$ cat src/rtl/oh_arbiter_rr_if.sv
// Requester/arbiter handshake bundle for oh_arbiter_rr.
// The arbiter uses the slave modport; the requester side uses master.
interface oh_arbiter_rr_if #(
  parameter int N  = 4,
  parameter int NW = $clog2(N)
);
  logic [N-1:0]  requests;
  logic [N-1:0]  last;
  logic          ready;
  logic [N-1:0]  grants;
  logic [NW-1:0] grant_id;
  logic          busy;
  logic          timeout;

  modport master (
    output requests, last, ready,
    input  grants, grant_id, busy, timeout
  );

  modport slave (
    input  requests, last, ready,
    output grants, grant_id, busy, timeout
  );
endinterface

$ cat src/rtl/oh_arbiter_rr.sv
// Registered round-robin arbiter with burst locking and a one-cycle IDLE bubble between grants.
// Define OH_ARB_TIMEOUT_EN to add a stall counter that force-releases a grant after TIMEOUT stall cycles.
module oh_arbiter_rr #(
  parameter int N       = 4,
  parameter int NW      = $clog2(N),
  parameter int TIMEOUT = 16
) (
  input  logic          clk,
  input  logic          reset,
  oh_arbiter_rr_if.slave bus
);

  localparam logic [0:0]  IDLE  = 1'b0;
  localparam logic [0:0]  BUSY  = 1'b1;
  localparam logic [NW:0] N_EXT = (NW+1)'(N);

  if (N < 2 || N > 32 || TIMEOUT < 2) begin : g_param_check
    $error("oh_arbiter_rr: N must be 2..32 and TIMEOUT at least 2");
  end

  logic [0:0]    state_reg, state_next;
  logic [NW-1:0] ptr_reg, ptr_next;
  logic [NW-1:0] grant_id_reg, grant_id_next;
  logic [N-1:0]  grants_reg, grants_next;
  logic          busy_reg, busy_next;

  // Doubling the request vector lets a plain shift by ptr give the rotated scan order.
  logic [2*N-1:0] req_dbl;
  logic [N-1:0]   req_rot;
  logic [NW-1:0]  offset;
  logic [NW:0]    win_sum;
  logic [NW-1:0]  winner;
  logic [N-1:0]   win_onehot;

  assign req_dbl = {bus.requests, bus.requests};
  assign req_rot = req_dbl[ptr_reg +: N];

  always_comb begin
    offset = '0;
    for (int i = N - 1; i >= 0; i--) begin
      if (req_rot[i]) offset = NW'(i);
    end
  end

  assign win_sum = {1'b0, ptr_reg} + {1'b0, offset};
  assign winner  = (win_sum >= N_EXT) ? NW'(win_sum - N_EXT) : win_sum[NW-1:0];

  for (genvar gi = 0; gi < N; gi++) begin : g_onehot
    assign win_onehot[gi] = (winner == NW'(gi));
  end

  logic          xfer;
  logic          end_burst;
  logic          force_release;
  logic          release_now;
  logic [NW-1:0] ptr_after;

  assign xfer        = bus.requests[grant_id_reg] & bus.ready;
  assign end_burst   = xfer & bus.last[grant_id_reg];
  assign release_now = (state_reg == BUSY) & (end_burst | force_release);
  assign ptr_after   = (grant_id_reg == NW'(N - 1)) ? '0 : grant_id_reg + 1'b1;

`ifdef OH_ARB_TIMEOUT_EN
  localparam int SW = $clog2(TIMEOUT);

  logic [SW-1:0] stall_reg, stall_next;
  logic          timeout_reg, timeout_next;

  assign force_release = (state_reg == BUSY) & ~xfer & (stall_reg == SW'(TIMEOUT - 1));

  always_comb begin
    stall_next   = stall_reg;
    timeout_next = force_release;
    if (state_reg != BUSY || release_now || xfer) begin
      stall_next = '0;
    end else begin
      stall_next = stall_reg + 1'b1;
    end
  end

  always_ff @(posedge clk) begin
    if (reset) begin
      stall_reg   <= '0;
      timeout_reg <= 1'b0;
    end else begin
      stall_reg   <= stall_next;
      timeout_reg <= timeout_next;
    end
  end

  assign bus.timeout = timeout_reg;
`else
  assign force_release = 1'b0;
  assign bus.timeout   = 1'b0;
`endif

  always_comb begin
    state_next    = state_reg;
    ptr_next      = ptr_reg;
    grants_next   = grants_reg;
    grant_id_next = grant_id_reg;
    busy_next     = busy_reg;
    case (state_reg)
      IDLE: begin
        if (|bus.requests) begin
          state_next    = BUSY;
          grants_next   = win_onehot;
          grant_id_next = winner;
          busy_next     = 1'b1;
        end
      end
      BUSY: begin
        // Other requesters are never looked at here: the grant is sticky until release.
        if (release_now) begin
          state_next    = IDLE;
          grants_next   = '0;
          grant_id_next = '0;
          busy_next     = 1'b0;
          ptr_next      = ptr_after;
        end
      end
      default: begin
        state_next    = IDLE;
        grants_next   = '0;
        grant_id_next = '0;
        busy_next     = 1'b0;
      end
    endcase
  end

  always_ff @(posedge clk) begin
    if (reset) begin
      state_reg    <= IDLE;
      ptr_reg      <= '0;
      grants_reg   <= '0;
      grant_id_reg <= '0;
      busy_reg     <= 1'b0;
    end else begin
      state_reg    <= state_next;
      ptr_reg      <= ptr_next;
      grants_reg   <= grants_next;
      grant_id_reg <= grant_id_next;
      busy_reg     <= busy_next;
    end
  end

  assign bus.grants   = grants_reg;
  assign bus.grant_id = grant_id_reg;
  assign bus.busy     = busy_reg;

endmodule

$ cat src/flat_wrapper.sv
// flat-port wrapper written by rule: the top's interface ports become plain ports
module oh_arbiter_rr_flat 
#(
  parameter int N       = 4,
  parameter int NW      = $clog2(N),
  parameter int TIMEOUT = 16
)
  (clk, reset, bus_requests, bus_last, bus_ready, bus_grants, bus_grant_id, bus_busy, bus_timeout);
  oh_arbiter_rr_if #(.N(N), .NW(NW)) bus_i ();
  input  logic clk;
  input  logic reset;
  input wire logic [$bits(bus_i.requests)-1:0] bus_requests;
  input wire logic [$bits(bus_i.last)-1:0] bus_last;
  input wire logic [$bits(bus_i.ready)-1:0] bus_ready;
  output wire logic [$bits(bus_i.grants)-1:0] bus_grants;
  output wire logic [$bits(bus_i.grant_id)-1:0] bus_grant_id;
  output wire logic [$bits(bus_i.busy)-1:0] bus_busy;
  output wire logic [$bits(bus_i.timeout)-1:0] bus_timeout;
  assign bus_i.requests = bus_requests;
  assign bus_i.last = bus_last;
  assign bus_i.ready = bus_ready;
  assign bus_grants = bus_i.grants;
  assign bus_grant_id = bus_i.grant_id;
  assign bus_busy = bus_i.busy;
  assign bus_timeout = bus_i.timeout;
  oh_arbiter_rr #(.N(N), .NW(NW), .TIMEOUT(TIMEOUT)) u_core (.clk(clk), .reset(reset), .bus(bus_i));
endmodule
$ cat config.mk
export PLATFORM = sky130hd
export DESIGN_NAME = oh_arbiter_rr_flat
export DESIGN_NICKNAME = d
export VERILOG_FILES = /design/src/rtl/oh_arbiter_rr_if.sv /design/src/rtl/oh_arbiter_rr.sv /design/src/flat_wrapper.sv
export SDC_FILE = /design/constraint.sdc
export NUM_CORES = 1
export LEC_CHECK = 0
export CAP_MARGIN = 20
export CORE_AREA = 2 2 39 41
export DETAILED_ROUTE_END_ITERATION = 6
export DIE_AREA = 0 0 41 43
export GPL_TIMING_DRIVEN = 0
export PLACE_DENSITY = 0.78
export SYNTH_ARGS = -nofsm -noshare
export SYNTH_HDL_FRONTEND = slang
export SYNTH_SLANG_ARGS = --single-unit
$ cat constraint.sdc
create_clock -name clk -period 4.55 [get_ports clk]
set_clock_uncertainty 0.05 [all_clocks]
set_input_delay 0.455 -clock clk [delete_from_list [all_inputs] [get_ports clk]]
set_output_delay 0.455 -clock clk [all_outputs]
set_load 0.005 [all_outputs]
### After elaboration in Yosys (flattened, before gate mapping)

Index checks and enable logic that the tools add are counted.

| storage, ports and cells | value |
|---|---|
| register bits after elaboration | 10 |
| bits in latches | 0 |
| memory bits (writable) | 0 |
| memory bits (read-only) | 0 |
| input bits | 11 |
| output and inout port bits | 8 |
| logic and storage cells | 47 |
| memories kept | 0 |

| cells by class | value |
|---|---|
| add/subtract/negate cells | 3 |
| multiply operators | 0 |
| divide/modulo/power cells | 0 |
| magnitude comparators | 2 |
| equal/unequal tests | 6 |
| shifts and indexed selects | 1 |
| mux-type cells | 22 |
| bitwise logic cells | 4 |
| reductions and logical operators | 4 |

Operators by type and width:

| operator | number |
|---|---|
| two-way mux 2 bit | 8 |
| two-way mux 4 bit | 2 |
| one-hot mux 4 bit (2 select lines) | 1 |
| variable part select 8 x 3 -> 4 bit | 1 |
| equality test 2 bit (second input constant) | 3 |
| two-way mux 1 bit | 6 |
| binary-select mux 1 bit (select 2 bit) | 2 |
| one-hot mux 1 bit (2 select lines) | 2 |
| one-hot mux 2 bit (2 select lines) | 1 |
| AND reduction 2 bit | 2 |
| OR reduction 4 bit | 1 |
| adder 2 x 2 -> 3 bit | 1 |
| AND 1 bit | 3 |
| greater-or-equal comparator 3 bit (second input constant) | 1 |
| less-than comparator 2 x 3 -> 1 bit (second input constant) | 1 |
| adder 2 x 1 -> 2 bit (second input constant) | 1 |
| equality test 2 x 1 -> 1 bit (second input constant) | 1 |
| zero test 2 bit | 1 |
| inequality test 2 x 1 -> 1 bit (second input constant) | 1 |
| inequality test 2 bit (second input constant) | 1 |
| subtractor 2 x 1 -> 2 bit (second input constant) | 1 |
| NOT 1 bit | 1 |

### Longest topological paths before layout

| depth | value |
|---|---|
| depth after elaboration | 11 |
| gate-level depth with buffers | 8 |

### Least setup slack after synthesis

No wires, ideal clock.

| path | value |
|---|---|
| kind | in2reg |
| from | input bus_requests[2] |
| to | register u_core.grants_reg[2], in the netlist u_core.bus.grants[2] |
| library setup time | 117 ps |
| data arrival time | 1893 ps |
| required time | 4383 ps |
| setup slack | 2490 ps |
| stages | 7 |
| path buffers | 1 |
| cell sequence | buf_6 > or4_1 > o211ai_1 > ha_1 > xor2_1 > xnor2_1 > a32o_1 |

| on the way | value |
|---|---|
| longest elaborated chain between the ends | 11 |

Ends and longest elaborated chain:

| item | RTL line | RTL |
|---|---|---|
| from (decl) | flat_wrapper.sv:12 | `input wire logic [$bits(bus_i.requests)-1:0] bus_requests;` |
| variable part select 8 x 3 -> 4 bit | oh_arbiter_rr.sv:36 | `assign req_rot = req_dbl[ptr_reg +: N];` |
| two-way mux 2 bit (4 in series) | oh_arbiter_rr.sv:41 | `if (req_rot[i]) offset = NW'(i);` |
| adder 2 x 2 -> 3 bit | oh_arbiter_rr.sv:45 | `assign win_sum = {1'b0, ptr_reg} + {1'b0, offset};` |
| greater-or-equal comparator 3 bit / subtractor 2 x 1 -> 2 bit (equally long branches) | oh_arbiter_rr.sv:46 | `assign winner = (win_sum >= N_EXT) ? NW'(win_sum - N_EXT) : win_sum[NW-1:0];` |
| two-way mux 2 bit | oh_arbiter_rr.sv:46 |  |
| equality test 2 bit | oh_arbiter_rr.sv:49 | `assign win_onehot[gi] = (winner == NW'(gi));` |
| two-way mux 4 bit | oh_arbiter_rr.sv:105 | `if (\|bus.requests) begin` |
| one-hot mux 4 bit (2 select lines) | oh_arbiter_rr.sv:103 | `case (state_reg)` |
| to (signal assigned) | oh_arbiter_rr.sv:141 | `grants_reg <= grants_next;` |
| to (decl) | oh_arbiter_rr.sv:24 | `logic [N-1:0] grants_reg, grants_next;` |

Parallel ways exist; a longest one is shown, timed or not. The select of a mux whose other input is x is not followed.
A chain may end at the register's enable or synchronous reset.

### Worst setup path in the final report

| path | value |
|---|---|
| from | input bus_requests[1] |
| to | register u_core.grants_reg[3], in the netlist u_core.bus.grants[3] |

The elaborated chain is that of the path after synthesis.

==> impl_results.rst <==
.. list-table::
   :header-rows: 1

   * - Metric
     - Value
   * - Cell row count
     - 14
   * - LEAKAGE
     - 0.312 nW
   * - Routed length per placed instance
     - 11.8 µm
   * - Number of register bits inferred by synthesis
     - 10
   * - Final RePlAce weighted congestion
     - 0.753
   * - Worst setup path class
     - input pin to flop
   * - Register area
     - 200 µm²
   * - CP Max Fanout
     - 7
   * - Pin count of the biggest net entering global routing
     - 11
   * - Most common cell after layout, fill and taps aside
     - sky130_fd_sc_hd__clkdlybuf4s50_1
   * - Reg2Reg Depth
     - 7
   * - Yosys cell types
     - 29
   * - Cell at the root of the clock tree
     - sky130_fd_sc_hd__clkbuf_4
   * - Primary flip-flop cell chosen by synthesis mapping
     - sky130_fd_sc_hd__dfxtp_1
   * - Adder-cell share of the synthesized area
     - 4.18%
   * - Share of async-settable or async-resettable flops after synthesis
     - 0%
   * - Final setup violation count
     - 0
   * - Launch point of the worst path
     - bus_requests[1]
   * - Die Span X
     - 41 µm
   * - Maximum clock rate
     - 421 MHz
   * - Actual transition at the worst max-transition pin
     - 0.653 ns
   * - Sequential cell area fraction in the yosys report
     - 33.5%
   * - Biggest area contributors in the synthesized netlist
     - sky130_fd_sc_hd__dfxtp_1, sky130_fd_sc_hd__nor2_1, sky130_fd_sc_hd__ha_1
   * - Proportion of netlist area held by the largest area contributor
     - 33.5%
   * - R2R Path Start
     - u_core.ptr_reg[0]$_SDFFE_PP0P_
   * - End point of the most critical hold path
     - u_core.bus.grants[1]$_SDFFE_PP0P_
   * - I/O pin count
     - 19
   * - Number of vias per cell
     - 5.69
   * - Area fraction in compound gates after synthesis
     - 24.3%
   * - Remaining antenna violation count
     - 0
   * - Cell area after synthesis
     - 598 µm²
   * - Sum of negative setup slack
     - 0 ns
   * - Max-slew headroom
     - 56.1%
   * - Arrival time at the worst endpoint
     - 2.49 ns
   * - CTS buffer count
     - 3
   * - Required time reported for the critical path endpoint
     - 4.66 ns
   * - Class of the most critical hold timing path
     - flop to flop
   * - Worst Hold Launch
     - u_core.bus.grants[1]$_SDFFE_PP0P_
   * - Half-perimeter wire length after placement
     - 899 µm
   * - Number of global-route vias before repair
     - 467
   * - Pwr Density
     - 294 nW/µm²
   * - Worst-path clk slew
     - 0.07 ns
   * - Simple-gate share of the synthesized area
     - 23.0%
   * - Latest clock arrival within the worst-skew pair
     - 0.26 ns
   * - Kind of end point of the critical path
     - flop
   * - Layout filler cell count
     - 139
   * - Drt pass-1 iters
     - 4
   * - Result of the run
     - finished, final reports clean
   * - First-pass GRT wire length
     - 1900 µm
   * - Global Route Usage Sum
     - 15.6%
   * - Clock tree from TritonCTS
     - yes
   * - Category of the worst setup path launch point
     - input pin
   * - Peak ir drop on the vdd network
     - 178 µV
   * - Post-Layout Inst Area
     - 805 µm²
   * - Remaining Overflow, GRT
     - 0
   * - Number of H-tree branching levels
     - 1
   * - Post-detailed-placement cell area
     - 768 µm²
   * - Detail Route met3 WL
     - 68 µm
   * - Die footprint
     - 1760 µm²
   * - Largest area contributor in the netlist
     - sky130_fd_sc_hd__dfxtp_1
   * - Post-layout nets
     - 102
   * - DRC violations left
     - 0
   * - Highest-count cells in the layout ignoring fill and taps
     - sky130_fd_sc_hd__clkdlybuf4s50_1, sky130_fd_sc_hd__nor2_1, sky130_fd_sc_hd__dfxtp_1
   * - Average footprint of a synthesized cell
     - 8.67 µm²
   * - Max-cap violation count
     - 0
   * - Met2 wirelength from detailed routing
     - 530 µm
   * - Mux share of post-synthesis cell area
     - 3.35%
   * - Iteration-0 DRC Markers
     - 4
   * - Combinational family with the most area after synthesis
     - compound AO/OA/AOI/OAI gates
   * - CTS Hold Bufs
     - 0
   * - Ratio of final minimum period to clock period
     - 52.2%
   * - Final hold viol count
     - 0
   * - Total count of max-transition violations in the final report
     - 0
   * - Number of instances resized during post-cts repair
     - 0
   * - Antenna violations before repair
     - 0
   * - Diodes inserted
     - 0
   * - Number of vias in the routed layout
     - 592
   * - Y dimension of the die
     - 43 µm
   * - Worst hold path depth
     - 1
   * - Max Root-Sink Buffers
     - 2
   * - Multi-input gate area
     - 349 µm²
   * - Top Metal Used
     - met4
   * - Syn_nets
     - 82
   * - Total length of routed wires
     - 1230 µm
   * - Cells after Synth
     - 69
   * - Worst-case hold slack
     - 0.419 ns
   * - Worst flop-to-flop path endpoint
     - u_core.bus.grants[3]$_SDFFE_PP0P_
   * - Initial core utilization
     - 43.2%
   * - Xor/xnor share of the synthesized area
     - 2.93%
   * - Fraction of final layout cells sized beyond drive strength 1
     - 10.2%
   * - Post-layout minimum cycle time
     - 2.38 ns
   * - Yosys warns
     - 0
   * - Post-synth EDFFs
     - 0
   * - M1 WL
     - 613 µm
   * - Buffers inserted during post-CTS setup optimization
     - 0
   * - Sink Count
     - 10
   * - Quantity of I/O buffers inserted on ports
     - 15
   * - RSZ-0062 raised after global routing
     - false
   * - Layout-stage area growth over the synthesis result
     - 34.5%
   * - Largest register FFs
     - 4
   * - Placeable core region
     - 1380 µm²
   * - Register-to-register setup slack
     - 2.44 ns
[Yosys cell counts, drive strengths merged (2+ instances only)]
library cell and number:
a22o 2, a32o 2, buf 4, dfxtp 10, ha 2, inv 4, mux2i 2, nand2 4
nand2b 2, nand3 3, nor2 10, nor2b 2, nor3 4, o211ai 3, o2bb2ai 2, o32ai 2
[area by class of cell]
class	instances	share of cell area (%)
Multi-Input combinational cell	51	43.4
Sequential cell	10	24.9
Timing Repair Buffer	15	18.7
Clock buffer	4	4.51
Buffer	4	4.20
Tap cell	16	2.49
Inverter	4	1.87
[power by group]
part	leakage [nW]	internal (mW)	total (mW)	switching, mW
registers	0.0820	0.0944	0.101	0.00628
logic	0.209	0.0311	0.0562	0.0251
clock network	0.0210	0.0486	0.0796	0.0310
total	0.312	0.174	0.236	0.0624
[layer usage]
metal	track usage [%]	vias up
met5	0	-
met4	8.00	0
met3	3.14	3
met2	22.5	15
met1	21.1	275
li1	-	299
[kinds of logic after synthesis]
group | Yosys count
multiplexers | 2
other | 1
AO/OA/AOI/OAI | 17
adder cells (fa/ha/maj) | 2
buffers and inverters | 8
flip-flops | 10
XOR/XNOR | 2
AND/OR/NAND/NOR | 27
[stage by stage]
stage	setup slack [ns]	util, %	std cells	power (mW)
after floorplan	2.49	-	69	0.133
after global placement	1.91	55.5	100	0.158
final	2.17	58.1	104	0.236
after detailed placement	1.90	55.5	100	0.159
after CTS	2.16	58.1	104	0.238
after global routing	2.00	58.1	104	0.248
[how the worst max path moves through the flow]
| stage | end | slack (ns) |
|---|---|---|
| floorplan | u_core.bus.grants[2]$_SDFFE_PP0P_ | 2.49 |
| global placement | u_core.bus.grants[2]$_SDFFE_PP0P_ | 1.91 |
| detailed placement | u_core.bus.grants[2]$_SDFFE_PP0P_ | 1.90 |
| CTS | u_core.bus.grants[3]$_SDFFE_PP0P_ | 2.16 |
| global route | u_core.bus.grants[2]$_SDFFE_PP0P_ | 2.00 |
| finish | u_core.bus.grants[3]$_SDFFE_PP0P_ | 2.17 |
[worst max-delay path, stage by stage]
cell and delay (ns):
sky130_fd_sc_hd__clkdlybuf4s50_1 0.60, sky130_fd_sc_hd__nor2_1 0.09, sky130_fd_sc_hd__or4_1 0.40, sky130_fd_sc_hd__o211ai_1 0.12, sky130_fd_sc_hd__ha_1 0.19, sky130_fd_sc_hd__xor2_1 0.17
sky130_fd_sc_hd__xnor2_1 0.17, sky130_fd_sc_hd__a32o_1 0.29
No activity file was read; power rests on OpenSTA's default activity.
